## src/rtl/keypad_unit.sv

```systemverilog
// keypad_unit: 4x4 matrix keypad scanner with debounce, emitting one key code per press
module keypad_unit #(
    parameter int SCAN_CYCLES     = 100000,
    parameter int DEBOUNCE_CYCLES = 2000000
) (
    input  logic       clk,
    input  logic       rst_n,
    input  logic [3:0] col_in,
    output logic [3:0] row_out,
    output logic [7:0] key_coord,
    output logic       key_held
);
    localparam int SW = $clog2(SCAN_CYCLES);
    localparam int DW = $clog2(DEBOUNCE_CYCLES + 1);
    localparam logic [SW-1:0] SCAN_LAST = SW'(SCAN_CYCLES - 1);
    localparam logic [DW-1:0] DEB_LAST  = DW'(DEBOUNCE_CYCLES - 1);

    typedef enum logic [1:0] {SCAN, DEBOUNCE, RELEASE} state_t;

    state_t        state, state_nx;
    logic [3:0]    col_meta, col_sync, col_low;
    logic [SW-1:0] scan_cnt, scan_nx;
    logic [DW-1:0] deb_cnt, deb_nx;
    logic [7:0]    cand;
    logic          report, report_nx;
    logic          one_low, scan_last, match, idle, deb_last, counting, latch, rotate;

    always_comb begin
        col_low   = ~col_sync;
        one_low   = (col_low != 4'd0) && ((col_low & (col_low - 4'd1)) == 4'd0);
        scan_last = scan_cnt == SCAN_LAST;
        deb_last  = deb_cnt == DEB_LAST;
        match     = col_sync == cand[7:4];
        idle      = col_sync == 4'hF;
    end

    always_ff @(posedge clk or negedge rst_n)
        if (!rst_n) state <= SCAN;
        else        state <= state_nx;

    always_comb begin
        state_nx = state;
        case (state)
            SCAN:     state_nx = (scan_last && one_low) ? DEBOUNCE : SCAN;
            DEBOUNCE: state_nx = !match ? SCAN : (deb_last ? RELEASE : DEBOUNCE);
            RELEASE:  state_nx = (idle && deb_last) ? SCAN : RELEASE;
            default:  state_nx = SCAN;
        endcase
    end

    always_comb begin
        counting  = (state == DEBOUNCE && match) || (state == RELEASE && idle);
        latch     = state == SCAN && scan_last && one_low;
        rotate    = (state == SCAN && scan_last && !one_low) || (state != SCAN && state_nx == SCAN);
        report_nx = state == DEBOUNCE && state_nx == RELEASE;
        deb_nx    = (state_nx != state || !counting) ? '0 : deb_cnt + DW'(1);
        scan_nx   = (state == SCAN && !scan_last) ? scan_cnt + SW'(1) : '0;
    end

    always_ff @(posedge clk or negedge rst_n) begin
        if (!rst_n) begin
            col_meta <= 4'hF;
            col_sync <= 4'hF;
            row_out  <= 4'b0111;
            scan_cnt <= '0;
            deb_cnt  <= '0;
            cand     <= '0;
            report   <= 1'b0;
            key_held <= 1'b0;
        end else begin
            col_meta <= col_in;
            col_sync <= col_meta;
            row_out  <= rotate ? {row_out[0], row_out[3:1]} : row_out;
            scan_cnt <= scan_nx;
            deb_cnt  <= deb_nx;
            cand     <= latch ? {col_sync, row_out} : cand;
            report   <= report_nx;
            key_held <= state_nx == RELEASE;
        end
    end

    // negedge update so the downstream posedge consumer samples a settled code
    always_ff @(negedge clk or negedge rst_n)
        if (!rst_n) key_coord <= 8'hFF;
        else        key_coord <= report ? cand : 8'hFF;
endmodule

```

## config.mk

```make
export PLATFORM = sky130hd
export DESIGN_NAME = keypad_unit
export DESIGN_NICKNAME = d
export VERILOG_FILES = /design/src/rtl/keypad_unit.sv
export SDC_FILE = /design/constraint.sdc
export NUM_CORES = 1
export LEC_CHECK = 0
export CAP_MARGIN = 30
export CORE_MARGIN = 5
export CORE_UTILIZATION = 30
export DETAILED_ROUTE_END_ITERATION = 12
export GPL_TIMING_DRIVEN = 0
export SLEW_MARGIN = 20
export SYNTH_ARGS = -nofsm -noshare
export SYNTH_HDL_FRONTEND = slang
export SYNTH_SLANG_ARGS = --single-unit
```

## constraint.sdc

```tcl
create_clock -name clk -period 4.02 [get_ports clk]
set_clock_uncertainty 0.2 [all_clocks]
set_input_delay 0.804 -clock clk [delete_from_list [all_inputs] [get_ports clk]]
set_output_delay 0.804 -clock clk [all_outputs]
set_load 0.03 [all_outputs]
```

==> flow_summary_export.csv, run 1 <==
group,metric,value,unit
run_status,status,"finished with violations",
run_status,violations,"setup timing",
finish,antenna_cells,0,
min_path,hp-class,"flop to flop",
finish,fillCellCount,1030,
drt,dr.first_iter.drc_count,89,
die,die_x,111.3,um
cts,hold_buffers,0,
setup_path,critPathBufInv,1,
cts,insertion_delay,0.35,ns
cts,cts_buffers,9,
setup_path,path_cells,"buf_6",
synthesis,synth_top_area_share,41.46,%
placed_design,place_inst,429,
placed_design,port_buffers,18,
synthesis,synth_top_cell_by_area,"dfrtp_1",
drt,via_per_inst,4.520,
setup_path,cp_top_family,"flip-flops",
timing,worstMarginPinSlew,0.6919,ns
finish,area_growth,19.06,%
synthesis,ys_seq_area_share,57.68,%
die,start_util,30.22,%
finish,multi_input_area,1231,sq um
run,drv_cap,0,
cts,postCtsResizedCells,56,
synthesis,avgSynthCellArea,11.23,sq um
setup_path,crit_type,"flop to output port",
die,core_area,10180,sq um
cts,cts_tree,"built",
synthesis,synth_cell_types,38,
min_path,min-delay-start,"col_meta[1]$_DFF_PN1_",
setup_path,cp.arrival,3.04,ns
synthesis,synth_nets,282,
drt,final_antenna_net_count,0,
global_routing,track_usage,9.793,%
cts,clockBufferDepth,2,
drt,drc,0,
timing,fin_hold_ws,0.1574,ns
cts,post-cts-setup-buffers,0,
global_routing,grt_pass1_vias,2037,
drt,dr.pass1.iters,4,
drt,routedWlPerCell,12.06,um
cts,clock_sinks,70,
drt,vias,2043,
synthesis,ys_ff_latch,70,
finish,fin_util,35.98,%
pwr,ir_drop,0.0001395,V
timing,setup_tns,-0.1313,ns
global_routing,grt_max_degree,41,
timing,setup_viol,8,
timing,postLayoutSetupSlackWorst,-0.02156,ns
drt,routed_wl,5451,um
setup_path,worst-path-max-fanout,1,
synthesis,synthCells,274,
setup_path,critPathLaunchType,"flop",
cts,cts.reportedPaths.clkPinSlew,0.08,ns
synthesis,synthTopCellsByArea,"dfrtp_1, dfstp_2, xor2_1, nor2_1, mux2_2",
global_routing,grt_overflow_total,0,
setup_path,critical_path_required,3.02,ns
setup_path,cp-startpoint,"key_coord[4]$_DFF_NN1_",
timing,drv_slew,0,
placed_design,dp_hpwl,3739,um
setup_path,crit_slowest_cell,"dfstp_2",
cts,ctsHtreeMaxLevel,3,
finish,fin_cells,452,
timing,hold_viol,0,
die,die-area,12390,sq um
finish,stdcell_area,3665,sq um
setup_path,setup.worst_path.end_class,"output port",
finish,fin_nets,319,
timing,rsz0062_at_grt,"yes",
global_routing,grt_pass1_wl,9742,um
finish,drive_above_1_share,21.84,%
pwr,pwr_density_cell,354.6,nW/um^2
cts,cts_root_buf,"clkbuf_8",
setup_path,max_stage_delay,0.52,ns
placed_design,gp_congestion,0.7580,
global_routing,antenna_found_initial,0,
die,die_h,111.3,um
placed_design,place_area,3446,sq um
die,rows,37,
finish,regArea,1775,sq um
pwr,leakage,1.541,nW
die,ios,19,
setup_path,r2r-start,"report$_DFF_PN0_",
timing,max_slew_margin,53.45,%
synthesis,ys_warn_count,0,
synthesis,syn_area,3078,sq um
## power by group
part           switching (mW)  internal (mW)
combinational          0.0177        0.00921
sequential            0.00339          0.712
clock                   0.312          0.245
total                   0.333          0.967
## per-stage QoR
stage / setup slack (ns) / total power, mW
after floorplan: 0.4177 / 0.7471
after global placement: -1.604 / 0.7678
after detailed placement: -0.1496 / 0.7706
after CTS: -0.03881 / 1.325
after global routing: -0.06765 / 1.368
final: -0.02156 / 1.300
## final timing paths
kind                                     endpoint  slack, ns  cells past startpoint
hold / removal              col_sync[1]$_DFF_PN1_       0.16                      0
max in group asynchronous  key_coord[0]$_DFF_NN1_       1.14                      1
hold reg to reg             col_sync[1]$_DFF_PN1_       0.16                      0
setup reg to reg           key_coord[7]$_DFF_NN1_       1.21                      1
min in group asynchronous  scan_cnt[12]$_DFF_PN0_       0.17                      1
setup / recovery                     key_coord[4]      -0.02                      1
## state kept, by name (all words and copies together), names as in the netlist
register	cells
scan_cnt	17
col_sync	4
report	1
col_meta	4
deb_cnt	21
key_coord	8
row_out	4
key_held	1
state	2
cand	8
## per-layer routing
layer | vias up | routed length (um) | GRT usage [%]
met1 | 1005 | 2647 | 12.11
met3 | 11 | 187 | 3.221
met4 | 0 | 121 | 4.866
met5 | - | 0 | 0
li1 | 1001 | - | -
met2 | 26 | 2494 | 15.32
## placed cells by master, fill, tap and decap left out, drive strengths merged
cell type / Yosys / final
or4: 1 / 1
nand2b: 9 / 9
a31o: 2 / 2
clkinv: 0 / 2
and3: 7 / 7
xnor2: 15 / 15
ha: 2 / 2
a21o: 1 / 1
clkbuf: 4 / 13
o21ai: 2 / 2
nand2: 15 / 15
and4bb: 2 / 2
nor4: 2 / 2
and4: 3 / 3
nor2: 45 / 45
nor4b: 3 / 3
nor4bb: 2 / 2
o21bai: 1 / 1
nor3: 7 / 7
mux2: 12 / 12
a21oi: 4 / 4
xor2: 22 / 22
nand4: 10 / 10
dfrtp: 51 / 51
nand3: 11 / 11
nand4b: 1 / 1
inv: 9 / 21
and2: 2 / 2
dfstp: 19 / 19
a211oi: 2 / 2
clkdlybuf4s50: 0 / 9
buf: 4 / 14
or2: 1 / 1
or3: 2 / 2
a31oi: 1 / 1
## cells in the mapped netlist (all sizes together)
cell type	number
nor4bb	2
or4	1
nand2	15
or3	2
o21ai	2
ha	2
nor2	45
a211oi	2
mux2	12
a31oi	1
xnor2	15
nor4	2
nor3	7
a31o	2
nand2b	9
nand3	11
inv	9
or2	1
nand4	10
and4	3
dfrtp	51
nand4b	1
nor4b	3
and3	7
xor2	22
clkbuf	4
and2	2
buf	4
and4bb	2
dfstp	19
a21o	1
a21oi	4
o21bai	1
## area by class of cell
type | count | share of cell area (%)
plain buffers | 8 | 1.024
clock buffers | 9 | 3.380
clock inverters | 15 | 2.424
inverters | 8 | 0.8194
multi-input cells | 187 | 33.60
flip-flops and latches | 70 | 48.45
well taps | 136 | 4.643
repair buffers | 19 | 5.667
## cell families after synthesis
group | after synthesis | share of synthesized area, %
simple gates | 123 | 21.38
flops | 70 | 57.68
xor+xnor | 37 | 10.53
buf+inv | 17 | 2.317
compound gates | 13 | 2.887
mux | 12 | 4.390
fa+ha+maj | 2 | 0.8129
No activity file was read; power rests on OpenSTA's default activity.
==> run 2: changes to the inputs <==
--- a/config.mk
+++ b/config.mk
@@ -10,7 +10,7 @@
 export CORE_UTILIZATION = 30
 export DETAILED_ROUTE_END_ITERATION = 12
 export GPL_TIMING_DRIVEN = 0
-export SLEW_MARGIN = 20
+export SKIP_CTS_REPAIR_TIMING = 1
 export SYNTH_ARGS = -nofsm -noshare
 export SYNTH_HDL_FRONTEND = slang
 export SYNTH_SLANG_ARGS = --single-unit
==> flow_summary_export.csv, run 2 (synthesized netlist as in run 1, its figures left out) <==
group,metric,value,unit
placed_design,port_buffers,18,
setup_path,critPathLaunchType,"flop",
drt,via_per_inst,4.492,
die,die-area,12390,sq um
cts,ctsHtreeMaxLevel,3,
pwr,pwr_density_cell,356.5,nW/um^2
placed_design,dp_slack,-0.1506,ns
finish,fin_util,35.81,%
global_routing,grt_max_degree,71,
finish,top_regs,"deb_cnt x21, scan_cnt x17",
setup_path,max_stage_delay,0.52,ns
setup_path,setup.worst_path.end_class,"output port",
drt,final_antenna_net_count,0,
cts,cts.reportedPaths.clkPinSlew,0.08,ns
finish,final_common_cell,"dfrtp_1",
die,rows,37,
cts,clockBufferDepth,2,
timing,setup_viol,8,
setup_path,critical_path_required,3.02,ns
cts,cts_tree,"built",
min_path,hp-class,"flop to flop",
finish,fin_cells,451,
finish,regArea,1775,sq um
timing,postLayoutSetupSlackWorst,-0.02111,ns
finish,drive_above_1_share,21.59,%
timing,worstMarginPinSlew,0.8598,ns
finish,area_growth,18.50,%
setup_path,reg2reg_to,"key_coord[7]$_DFF_NN1_",
min_path,worst_hold_path.endpoint,"col_sync[1]$_DFF_PN1_",
global_routing,antenna_found_initial,0,
global_routing,grt_overflow_total,0,
cts,cts_root_buf,"clkbuf_8",
timing,drv_slew,0,
drt,dr.first_iter.drc_count,99,
setup_path,path_cells,"buf_6",
finish,largest_reg_flops,21,
pwr,power.total,1.300,mW
min_path,whs_path_depth,0,
finish,fillCellCount,1011,
die,start_util,30.22,%
timing,max_slew_margin,42.68,%
timing,rsz0062_at_grt,"yes",
finish,layout_common_cells,"dfrtp_1, nor2_1, xor2_1",
finish,multi_input_area,1231,sq um
cts,clock_sinks,70,
drt,routed_wl,5365,um
drt,drc,0,
drt,vias,2026,
run_status,status,"finished with violations",
pwr,leakage,1.532,nW
setup_path,crit_type,"flop to output port",
die,ios,19,
die,die_h,111.3,um
setup_path,crit_slowest_cell,"dfstp_2",
setup_path,r2r-start,"report$_DFF_PN0_",
cts,cts_buffers,9,
setup_path,r2r_slack,1.21,ns
setup_path,ff2ff_path_depth,1,
placed_design,place_inst,428,
finish,top_register,"deb_cnt",
finish,antenna_cells,0,
run_status,violations,"setup timing",
drt,routedWlPerCell,11.90,um
die,core_area,10180,sq um
setup_path,cp_top_family,"flip-flops",
setup_path,critPathBufInv,1,
placed_design,gp_congestion,0.7580,
pwr,ir_drop,0.0001183,V
drt,dr.pass1.iters,4,
setup_path,worst-path-max-fanout,1,
run,drv_cap,0,
placed_design,dp_hpwl,3608,um
global_routing,grt_pass1_wl,9549,um
finish,fin_nets,318,
die,die_x,111.3,um
global_routing,grt_pass1_vias,2022,
timing,hold_viol,0,
global_routing,track_usage,9.581,%
setup_path,cp.arrival,3.04,ns
cts,insertion_delay,0.35,ns
min_path,min-delay-start,"col_meta[1]$_DFF_PN1_",
[run 2: cell count changes in the layout (fill, tap and decap cells not counted), sizes merged]
cell,delta
buf,-1
clkinv,+1
inv,-1
[run 2: metrics by stage]
stage               hold WS (ns)  cell area [sq um]  setup TNS [ns]
CTS                       0.1629               3637          -4.458
floorplan                 0.1452               3078               0
finish                    0.1607               3647         -0.1392
global route              0.1661               3647         -0.4440
detailed placement        0.1509               3426          -1.165
global placement          0.1471               3428          -33.66
[run 2: area by class of cell]
class / count / area share (%)
repair buffers: 18 / 5.146
clock inverters: 15 / 2.504
multi-input cells: 187 / 33.76
well taps: 136 / 4.666
clock buffers: 9 / 3.396
plain buffers: 8 / 1.029
inverters: 8 / 0.8233
flip-flops and latches: 70 / 48.68
[run 2: routing by layer]
metal,wire [um],track usage [%],vias up
met2,2517,14.96,26
met5,0,0,-
met1,2531,11.78,986
li1,-,-,1001
met3,205,3.712,13
met4,111,4.136,0
[run 2: how the worst max path moves through the flow]
stage	start	to	depth (start not counted)
6_report	key_coord[5]$_DFF_NN1_	key_coord[5]	1
5_1_grt	key_coord[5]$_DFF_NN1_	key_coord[5]	1
4_1_cts	key_coord[2]$_DFF_NN1_	key_coord[2]	1
3_5_place_dp	key_coord[2]$_DFF_NN1_	key_coord[2]	1
3_3_place_gp	rst_n	key_coord[1]$_DFF_NN1_	1
2_1_floorplan	key_coord[0]$_DFF_NN1_	key_coord[0]	0
[run 2: power breakdown]
group,total (mW),internal [mW],switching [mW]
clock,0.560,0.246,0.314
sequential,0.716,0.712,0.00346
combinational,0.0245,0.00717,0.0174
total,1.30,0.965,0.335
==> run 3: changes to the inputs <==
--- a/config.mk
+++ b/config.mk
@@ -11,6 +11,7 @@
 export DETAILED_ROUTE_END_ITERATION = 12
 export GPL_TIMING_DRIVEN = 0
 export SKIP_CTS_REPAIR_TIMING = 1
+export SLEW_MARGIN = 20
 export SYNTH_ARGS = -nofsm -noshare
 export SYNTH_HDL_FRONTEND = slang
 export SYNTH_SLANG_ARGS = --single-unit
==> results of run 3 <==
No change in the layout: final DEF, timing and power equal those of run 1.
Among the figures that moved: wire length of the first global-routing pass 9742 um -> 9729 um; overall routing resource usage 9.793% -> 9.781%; met1 usage 12.11% -> 12.08%; met2 usage 15.32% -> 15.28%; met3 usage 3.221% -> 3.275%
